**config.mk**
```make
export PLATFORM = sky130hd
export DESIGN_NAME = alu_pipe
export DESIGN_NICKNAME = d
export VERILOG_FILES = /design/src/rtl/alu_pkg.sv /design/src/rtl/alu_mul_iter.sv /design/src/rtl/alu_pipe.sv
export SDC_FILE = /design/constraint.sdc
export NUM_CORES = 1
export LEC_CHECK = 0
export ABC_AREA = 1
export CAP_MARGIN = 20
export CELL_PAD_IN_SITES_DETAIL_PLACEMENT = 1
export CELL_PAD_IN_SITES_GLOBAL_PLACEMENT = 1
export CORE_MARGIN = 3
export CORE_UTILIZATION = 40
export DETAILED_ROUTE_END_ITERATION = 16
export HOLD_SLACK_MARGIN = 0.08
export PLACE_DENSITY = 0.87
export SLEW_MARGIN = 30
export SYNTH_ARGS = -nofsm -noshare
export SYNTH_HDL_FRONTEND = slang
export SYNTH_HIERARCHICAL = 1
export SYNTH_SLANG_ARGS = --single-unit
```
**constraint.sdc**
```tcl
create_clock -name clk -period 3.9 [get_ports clk]
set_clock_uncertainty 0.2 [all_clocks]
set_input_delay 1.17 -clock clk [delete_from_list [all_inputs] [get_ports clk]]
set_output_delay 1.17 -clock clk [all_outputs]
set_load 0.03 [all_outputs]
```
**src/rtl/alu_pkg.sv**
```systemverilog
// alu_pkg: shared definitions for the pipelined ALU.
//   - alu_op_e    : 3-bit operation codes presented on alu_pipe.op
//   - alu_state_e : control FSM states (IDLE / BUSY / HOLD)
//   - FLAG_*      : bit positions inside the 4-bit flags vector {neg, zero, carry, ovf}
package alu_pkg;

    typedef enum logic [2:0] {
        OP_ADD = 3'b000,
        OP_SUB = 3'b001,
        OP_AND = 3'b010,
        OP_OR  = 3'b011,
        OP_XOR = 3'b100,
        OP_SLT = 3'b101,
        OP_SHL = 3'b110,
        OP_MUL = 3'b111
    } alu_op_e;

    typedef enum logic [1:0] {
        ST_IDLE = 2'd0,
        ST_BUSY = 2'd1,
        ST_HOLD = 2'd2
    } alu_state_e;

    localparam int FLAG_NEG   = 3;
    localparam int FLAG_ZERO  = 2;
    localparam int FLAG_CARRY = 1;
    localparam int FLAG_OVF   = 0;

endpackage : alu_pkg

```
**src/rtl/alu_mul_iter.sv**
```systemverilog
// alu_mul_iter: iterative unsigned shift-add multiplier, low WIDTH bits of product.
//   clk, rst : clock, asynchronous active-high reset
//   start    : load a/b and begin; must only pulse while not running
//   a, b     : operands (sampled on the start edge)
//   done     : high during the cycle of the final iteration; product is valid then
//   product  : low WIDTH bits of a*b (valid while done is high)
// One iteration is performed on every rising edge after the start edge, so the
// final (WIDTH-th) iteration lands exactly WIDTH edges after start.
module alu_mul_iter
    import alu_pkg::*;
#(
    parameter int WIDTH = 16
) (
    input  logic             clk,
    input  logic             rst,
    input  logic             start,
    input  logic [WIDTH-1:0] a,
    input  logic [WIDTH-1:0] b,
    output logic             done,
    output logic [WIDTH-1:0] product
);

    localparam int CW = $clog2(WIDTH + 1);

    logic             running;
    logic [CW-1:0]    cnt;
    logic [WIDTH-1:0] mcand;
    logic [WIDTH-1:0] mplier;
    logic [WIDTH-1:0] acc;
    logic [WIDTH-1:0] acc_next;

    // The partial sum of the current iteration is exposed directly so the
    // caller can register the finished product on the same edge as the last step.
    assign acc_next = acc + (mplier[0] ? mcand : '0);
    assign done     = running && (cnt == CW'(WIDTH - 1));
    assign product  = acc_next;

    always_ff @(posedge clk or posedge rst) begin
        if (rst) begin
            running <= 1'b0;
            cnt     <= '0;
            mcand   <= '0;
            mplier  <= '0;
            acc     <= '0;
        end else if (start) begin
            running <= 1'b1;
            cnt     <= '0;
            mcand   <= a;
            mplier  <= b;
            acc     <= '0;
        end else if (running) begin
            acc    <= acc_next;
            mcand  <= mcand << 1;
            mplier <= mplier >> 1;
            cnt    <= cnt + 1'b1;
            if (done) begin
                running <= 1'b0;
            end
        end
    end

endmodule : alu_mul_iter

```
**src/rtl/alu_pipe.sv**
```systemverilog
// alu_pipe: single-issue ALU with registered result and a valid/ready interface.
//   clk, rst          : clock, asynchronous active-high reset
//   in_valid/in_ready : operation handshake; a, b, op captured on accept
//   a, b, op          : operands and operation select (see alu_pkg::alu_op_e)
//   out_valid/out_ready : result handshake
//   result, flags     : registered result and {neg, zero, carry, ovf}
//
// Handshake: a transfer happens on a rising edge where valid && ready are both
// high. Producers hold their payload stable while valid is high and not yet
// accepted; ready may depend combinationally on the consumer's ready (in_ready
// follows out_ready in HOLD) but never on the producer's valid.
//
// Single-cycle ops go IDLE/HOLD -> HOLD (one-cycle latency). MUL goes through
// BUSY for WIDTH cycles using alu_mul_iter. The FSM state is available on the
// internal signal `state` for observation.
module alu_pipe
    import alu_pkg::*;
#(
    parameter int WIDTH = 16
) (
    input  logic             clk,
    input  logic             rst,
    input  logic             in_valid,
    output logic             in_ready,
    input  logic [WIDTH-1:0] a,
    input  logic [WIDTH-1:0] b,
    input  logic [2:0]       op,
    output logic             out_valid,
    input  logic             out_ready,
    output logic [WIDTH-1:0] result,
    output logic [3:0]       flags
);

    localparam logic [WIDTH-1:0] WIDTH_V = WIDTH'(WIDTH);

    alu_state_e state;
    alu_state_e state_next;

    logic             accept;
    logic             is_mul;
    logic             mul_start;
    logic             mul_done;
    logic [WIDTH-1:0] mul_product;

    logic [WIDTH:0]   sum_ext;
    logic [WIDTH-1:0] diff;
    logic [WIDTH-1:0] alu_res;
    logic             alu_carry;
    logic             alu_ovf;
    logic [3:0]       alu_flags;
    logic [3:0]       mul_flags;

    assign is_mul = (alu_op_e'(op) == OP_MUL);
    assign accept = in_valid && in_ready;

    // ---------------- FSM: state register ----------------
    always_ff @(posedge clk or posedge rst) begin
        if (rst) begin
            state <= ST_IDLE;
        end else begin
            state <= state_next;
        end
    end

    // ---------------- FSM: next-state logic ----------------
    always_comb begin
        state_next = state;
        unique case (state)
            ST_IDLE: begin
                if (accept) begin
                    state_next = is_mul ? ST_BUSY : ST_HOLD;
                end
            end
            ST_BUSY: begin
                if (mul_done) begin
                    state_next = ST_HOLD;
                end
            end
            ST_HOLD: begin
                // Consuming the result while accepting a new op chains directly.
                if (out_ready) begin
                    if (accept) begin
                        state_next = is_mul ? ST_BUSY : ST_HOLD;
                    end else begin
                        state_next = ST_IDLE;
                    end
                end
            end
            default: state_next = ST_IDLE;
        endcase
    end

    // ---------------- FSM: outputs ----------------
    always_comb begin
        in_ready  = 1'b0;
        out_valid = 1'b0;
        if (!rst) begin
            in_ready = (state == ST_IDLE) || ((state == ST_HOLD) && out_ready);
        end
        if (state == ST_HOLD) begin
            out_valid = 1'b1;
        end
        mul_start = accept && is_mul;
    end

    // ---------------- single-cycle datapath ----------------
    always_comb begin
        sum_ext   = {1'b0, a} + {1'b0, b};
        diff      = a - b;
        alu_res   = '0;
        alu_carry = 1'b0;
        alu_ovf   = 1'b0;
        case (alu_op_e'(op))
            OP_ADD: begin
                alu_res   = sum_ext[WIDTH-1:0];
                alu_carry = sum_ext[WIDTH];
                // Same-sign operands producing an opposite-sign result.
                alu_ovf   = (a[WIDTH-1] == b[WIDTH-1]) && (alu_res[WIDTH-1] != a[WIDTH-1]);
            end
            OP_SUB: begin
                alu_res   = diff;
                alu_carry = (a < b);
                alu_ovf   = (a[WIDTH-1] != b[WIDTH-1]) && (alu_res[WIDTH-1] != a[WIDTH-1]);
            end
            OP_AND: alu_res = a & b;
            OP_OR:  alu_res = a | b;
            OP_XOR: alu_res = a ^ b;
            OP_SLT: alu_res = {{(WIDTH-1){1'b0}}, ($signed(a) < $signed(b))};
            OP_SHL: alu_res = (b >= WIDTH_V) ? '0 : (a << b);
            default: alu_res = '0;
        endcase

        alu_flags             = '0;
        alu_flags[FLAG_NEG]   = alu_res[WIDTH-1];
        alu_flags[FLAG_ZERO]  = (alu_res == '0);
        alu_flags[FLAG_CARRY] = alu_carry;
        alu_flags[FLAG_OVF]   = alu_ovf;

        mul_flags             = '0;
        mul_flags[FLAG_NEG]   = mul_product[WIDTH-1];
        mul_flags[FLAG_ZERO]  = (mul_product == '0);
    end

    // ---------------- multiplier ----------------
    alu_mul_iter #(
        .WIDTH (WIDTH)
    ) u_mul (
        .clk     (clk),
        .rst     (rst),
        .start   (mul_start),
        .a       (a),
        .b       (b),
        .done    (mul_done),
        .product (mul_product)
    );

    // ---------------- output register ----------------
    always_ff @(posedge clk or posedge rst) begin
        if (rst) begin
            result <= '0;
            flags  <= '0;
        end else if (accept && !is_mul) begin
            result <= alu_res;
            flags  <= alu_flags;
        end else if ((state == ST_BUSY) && mul_done) begin
            result <= mul_product;
            flags  <= mul_flags;
        end
    end

endmodule : alu_pipe

```
# Word-level counts from Yosys, hierarchy flattened
# Index checks and enable logic that the tools add are counted.
[totals] ff_bits=76 inputBits=39 out_inout_bits=22 word_cells=81
[op_classes] addsub=4 order_cmp=3 n_eq_ne=17 shift=1 mux=28 bitwise=3 n_reduce_logical=17
[ops] cell="$mux W16" count=10
[ops] cell="$pmux W16 S7" count=1
[ops] cell="$logic_not A16 Y1" count=2
[ops] cell="$lt A16 B16 Y1" count=2
[ops] cell="$add A16 B16 Y17" count=1
[ops] cell="$add A16 B16 Y16" count=1
[ops] cell="$and A16 B16 Y16" count=1
[ops] cell="$ge A16 B5 Y1 const B" count=1
[ops] cell="$or A16 B16 Y16" count=1
[ops] cell="$shl A16 B16 Y16" count=1
[ops] cell="$sub A16 B16 Y16" count=1
[ops] cell="$xor A16 B16 Y16" count=1
[ops] cell="$eq A3 B3 Y1 const B" count=4
[ops] cell="$mux W2" count=5
[ops] cell="$mux W5" count=2
[ops] cell="$logic_and A1 B1 Y1" count=8
[ops] cell="$mux W4" count=2
[ops] cell="$eq A3 B2 Y1 const B" count=2
[ops] cell="$ne A2 B2 Y1 const B" count=3
[ops] cell="$pmux W2 S3" count=1
[ops] cell="$add A5 B1 Y5 const B" count=1
[ops] cell="$eq A5 B4 Y1 const B" count=1
[ops] cell="$mux W1" count=5
[ops] cell="$pmux W1 S2" count=2
[ops] cell="11 further kinds" count=14

# Depth between registers and ports, before layout
[depth] depth_word=8 mapped_depth=20 mapped_depth_nobuf=19

# By module
# Netlist, hierarchy kept.
[by_module_without_submodules] module="alu_pipe" n_inst=1 cells_per_inst=820 area_each_um2=4616.9 seq_area_each_um2=525.5
[by_module_without_submodules] module="alu_mul_iter" n_inst=1 cells_per_inst=435 area_each_um2=3246.9 seq_area_each_um2=1351.3

# Worst setup path after synthesis
# No wires, ideal clock.
[synth_timing] path_type="input -> register" startpoint="in b[1]" endpoint="reg flags[2]" setup_ns=0.077 arrival_time_ns=3.237 required_ns=3.623 slack_ns=0.386 cell_stages=15 n_path_buf=2 cell_sequence="buf_4 > clkinv_1 > buf_2 > fa_1 > o31ai_2 > nand2_1 > nand2_1 > nand2_1 > nand3_1 > a21oi_1 > o21ai_0 > nand4_1 > nor2_1 > nand4_1 > a21oi_1"
[synth_via] elab_chain_len=5 elab_cells_between_ends=12 cone_classes="add/sub (2); order compare (2); shift (1); mux (3); bitwise (3); reduce/logical (1)"
[synth_rtl] element="start, declared" line_no="alu_pipe.sv:26" text="input logic [WIDTH-1:0] b,"
[synth_rtl] element="$ge A16 B5 Y1 / $shl A16 B16 Y16 (equally long branches)" line_no="alu_pipe.sv:129" text="OP_SHL: alu_res = (b >= WIDTH_V) ? '0 : (a << b);"
[synth_rtl] element="$mux W16" line_no="alu_pipe.sv:129"
[synth_rtl] element="$pmux W16 S7 (*)" line_no="alu_pipe.sv:113" text="case (alu_op_e'(op))"
[synth_rtl] element="$logic_not A16 Y1 (*)" line_no="alu_pipe.sv:135" text="alu_flags[FLAG_ZERO] = (alu_res == '0);"
[synth_rtl] element="$mux W4 (*)" line_no="alu_pipe.sv:162" text="end else if (accept && !is_mul) begin"
[synth_rtl] element="end signal, assigned" line_no="alu_pipe.sv:164" text="flags <= alu_flags;"
[synth_rtl] element="end signal, assigned" line_no="alu_pipe.sv:167" text="flags <= mul_flags;"
[synth_rtl] element="end, declared" line_no="alu_pipe.sv:31" text="output logic [3:0] flags"
# Every way passes the cells marked *; elsewhere a longest branch is shown, timed or not.
# A chain may end at the register's enable or synchronous reset.

# Worst setup path after layout
[layout_timing] startpoint="in b[0]" endpoint="reg flags[2]"
# Same word-level chain as after synthesis.

==> impl_metrics.tcl <==
set metrics [dict create \
    drc_errors 0 \
    cts.repair.resized 0 \
    synth_enable_flop_cells 0 \
    synthesis.nets 1362 \
    post_cts.repair.setup_buffers 0 \
    yosysUniqueCellTypes 51 \
    p_total_w 0.00519 \
    ys_seq_elements 75 \
    chipHeight_um 146 \
    final-setup-viol-count 0 \
    cellLeakagePower_nw 5.46 \
    worst_ep_required_time_ns 3.98 \
    gr-total-overflow 0 \
    power.density_nw_per_um2 508 \
    post_drt_via_cell_ratio 5.87 \
    routabilityCongestion 1.01 \
    pin_count 61 \
    hold_path_startpoint "flags[0]$_DFFE_PP0P_" \
    rsz_0062_raised_after_global_routing "true" \
    worstSetupEndpointType "register" \
    fin_worst_hold_slack_ns 0.289 \
    insertion_delay_ns 0.35 \
    detailedPlacementHpwl_um 28900 \
    drt-pass1-iter-count 5 \
    grt_antenna_before_repair 0 \
    dp_slack_ns -0.313 \
    yosysWarningCount 6 \
    ctsRootBufferMaster "sky130_fd_sc_hd__clkbuf_16" \
    cts_tree "done" \
    largest_net_degree_at_the_start_of_global_routing 29 \
    synth_cells 1255 \
    syn-cell-area_um2 7860 \
    number_of_buffer_and_inverter_stages_on_the_critical_path 3 \
    outcome "finished clean" \
    most_frequently_used_flop_master_after_synthesis "sky130_fd_sc_hd__dfrtp_1" \
    net_total_in_the_final_layout 1554 \
    finalWorstSetupSlack_ns 0.0604 \
    worst-endpoint-arrival_ns 3.92 \
    power.ir.vdd_worst_mv 0.477 \
    route.met2.wl_um 17500 \
    cp_top_family "simple AND/OR/NAND/NOR gates" \
    final_max_slew_viol_count 0 \
    floorplan.rows 50 \
    hold_path_end "flags[0]$_DFFE_PP0P_" \
    clock_sinks 75 \
    grt_use_total_pct 34.4 \
    critical-path-slowest-cell "sky130_fd_sc_hd__clkdlybuf4s50_1" \
    maxSlewHeadroom_pct 46.1 \
    top_signal_layer_used "met4" \
    cts_hold_buffers 0 \
    crit-reg2reg-capture "flags[2]$_DFFE_PP0P_" \
    route.antenna.remaining_nets 0 \
    cts_buffer_depth 2 \
    ys_seq_area_share_pct 23.9 \
    drt_first_iter_violations 1199 \
    placeableCoreArea_um2 19000 \
    worstRegToRegCells 16 \
    start_util_pct 41.3 \
    maxClockFrequency_mhz 260 \
    first_global_vias 10500 \
    detailroute.via_count 10000 \
    cp_cell_sequence "clkdlybuf4s50_1, ha_1, inv_1, fa_1, inv_1, a21oi_1, o21ai_0, o221ai_1, nor2_1, nand2_1, nor3_1, nand2_1, nor2_2, nand4_1, a21oi_1" \
    drv_cap 0 \
    hold_depth 1 \
    worst-slew-pin-transition_ns 0.808 \
    drive_above_1_share_pct 16.7 \
    critPathMaxFanout 4 \
    fin_util_pct 53.7 \
    setup.worst_path.class "input port to register" \
    antennaDiodeCount 0 \
    hp-class "register to register" \
    period_minus_slack_ns 3.84 \
    tritoncts.num_buffers 9 \
    cpPeakStageDelay_ns 0.54 \
    finalCritPeriodShare_pct 98.5 \
    die-area_um2 21400 \
    reg2reg_slack_ns 0.36 \
    wirelength_um 38100 \
    postSynth.asyncResetShare_pct 100 \
    buffer_ports.inserted 60 \
    syn_area_per_cell_um2 6.27 \
    timing.rr.start "u_mul/mplier[0]$_DFFE_PP0P_" \
    areaGrowthSynthToFinish_pct 29.9 \
    die_width_um 146 \
    timing.critical_path.from_type "input port" \
    wl_met1_um 15100 \
    report.final.hold_viol_count 0 \
    layout.filler_cells 2590 \
    detail_route.wl_per_cell_um 22.3 \
    grt_first_pass_wirelength_um 58600 \
    clock_tree.htree_level_count 3 \
    path_clk_slew_ns 0.06 \
    met3_wirelength_um 3330 \
]
-- metrics by stage --
| stage | cell area (um^2) | TNS (ns) | std cells |
|---|---|---|---|
| 6_report | 10200 | 0 | 1712 |
| 4_1_cts | 10200 | 0 | 1712 |
| 5_1_grt | 10200 | -0.0264 | 1712 |
| 3_5_place_dp | 9850 | -1.89 | 1696 |
| 3_3_place_gp | 9850 | -0.886 | 1696 |
| 2_1_floorplan | 7860 | 0 | 1255 |
-- cell families after synthesis --
group / Yosys count / synth area share [%]
buffers and inverters: 228 / 11.7
multiplexers: 1 / 0.127
AO/OA/AOI/OAI: 204 / 15.5
XOR/XNOR: 13 / 1.45
adder cells (fa/ha/maj): 68 / 11.1
AND/OR/NAND/NOR: 666 / 36.2
flip-flops: 75 / 23.9
-- routing by layer --
metal,track usage (%),vias to the layer above
li1,-,4472
met1,43.8,4862
met2,57.4,571
met3,5.83,144
met4,15.5,0
met5,0,-
-- cells in the final DEF (no fill, tap or decap), types with 42 or more instances in the layout --
| master | n |
|---|---|
| sky130_fd_sc_hd__inv_1 | 158 |
| sky130_fd_sc_hd__clkdlybuf4s50_1 | 58 |
| sky130_fd_sc_hd__nor2_1 | 101 |
| sky130_fd_sc_hd__nand3_1 | 99 |
| sky130_fd_sc_hd__ha_1 | 62 |
| sky130_fd_sc_hd__o21ai_0 | 42 |
| sky130_fd_sc_hd__nand2_1 | 378 |
| sky130_fd_sc_hd__a21oi_1 | 72 |
| sky130_fd_sc_hd__buf_4 | 163 |
| sky130_fd_sc_hd__dfrtp_1 | 75 |
-- power by group --
group          switching, W  internal, W  leakage, nW  total [W]
registers          0.000239      0.00108        0.920    0.00132
clock network      0.000378     0.000519        0.146   0.000897
logic               0.00195      0.00102         4.40    0.00297
-- state kept, by name, summed over array words and instances (netlist names) --
| name | flops |
|---|---|
| flags | 3 |
| state | 2 |
| result | 16 |
| u_mul/cnt | 5 |
| u_mul/running | 1 |
| u_mul/mplier | 16 |
| u_mul/mcand | 16 |
| u_mul/acc | 16 |
-- area by class of cell --
class / instances / area [um^2] / share of cell area, %
multi-input combinational: 952 / 5120 / 50.1
timing repair buffer: 226 / 1900 / 18.6
sequential: 75 / 1880 / 18.4
clock buffer: 10 / 239 / 2.34
inverter: 183 / 687 / 6.72
tap: 260 / 325 / 3.18
clock inverter: 6 / 71.3 / 0.698
-- cells in the mapped netlist, types with 4 or more instances --
cell | instances | share of area [%]
sky130_fd_sc_hd__nand2_1 | 378 | 18
sky130_fd_sc_hd__inv_1 | 159 | 7.6
sky130_fd_sc_hd__nor2_1 | 106 | 5.1
sky130_fd_sc_hd__nand3_1 | 100 | 6.4
sky130_fd_sc_hd__a21oi_1 | 76 | 4.8
sky130_fd_sc_hd__dfrtp_1 | 75 | 24
sky130_fd_sc_hd__ha_1 | 65 | 10
sky130_fd_sc_hd__o21ai_0 | 44 | 2.8
sky130_fd_sc_hd__nand4_1 | 28 | 2.2
sky130_fd_sc_hd__o22ai_1 | 27 | 2.1
sky130_fd_sc_hd__buf_2 | 24 | 1.5
sky130_fd_sc_hd__nor3_1 | 20 | 1.3
sky130_fd_sc_hd__inv_2 | 18 | 0.86
sky130_fd_sc_hd__o21ai_1 | 14 | 0.89
sky130_fd_sc_hd__clkbuf_1 | 13 | 0.62
sky130_fd_sc_hd__xor2_1 | 12 | 1.3
sky130_fd_sc_hd__o211ai_1 | 9 | 0.86
sky130_fd_sc_hd__nand2_2 | 8 | 0.64
sky130_fd_sc_hd__and2_1 | 7 | 0.56
sky130_fd_sc_hd__a22o_1 | 6 | 0.67
sky130_fd_sc_hd__a22oi_1 | 6 | 0.57
sky130_fd_sc_hd__buf_4 | 6 | 0.57
sky130_fd_sc_hd__clkinv_1 | 6 | 0.29
sky130_fd_sc_hd__nand3b_1 | 4 | 0.38
-- how the worst max path moves through the flow --
stage,start,end,slack [ns],depth (start not counted)
floorplan,b[1],flags[2]$_DFFE_PP0P_,0.39,15
global placement,a[6],flags[2]$_DFFE_PP0P_,-0.19,18
detailed placement,b[2],flags[2]$_DFFE_PP0P_,-0.31,18
CTS,b[2],flags[2]$_DFFE_PP0P_,0.05,18
global route,b[0],flags[2]$_DFFE_PP0P_,-0.03,15
finish,b[0],flags[2]$_DFFE_PP0P_,0.06,15
-- worst reg2reg max path, cell delays in order, from the launching register on --
cell                       delay [ns]
sky130_fd_sc_hd__dfrtp_1         0.64
sky130_fd_sc_hd__nand2_1         0.20
sky130_fd_sc_hd__inv_1           0.06
sky130_fd_sc_hd__ha_1            0.21
sky130_fd_sc_hd__fa_1            0.45
sky130_fd_sc_hd__nand2_1         0.12
sky130_fd_sc_hd__nand2_1         0.07
sky130_fd_sc_hd__nand3b_1        0.09
sky130_fd_sc_hd__nand2_1         0.13
sky130_fd_sc_hd__nand2_1         0.12
sky130_fd_sc_hd__nand3_1         0.10
sky130_fd_sc_hd__and2_1          0.23
sky130_fd_sc_hd__inv_1           0.11
sky130_fd_sc_hd__nand4_1         0.10
sky130_fd_sc_hd__nor4_1          0.27
sky130_fd_sc_hd__a41oi_1         0.19
sky130_fd_sc_hd__a21oi_1         0.17
Note: power is estimated with default switching activity, not from simulation.
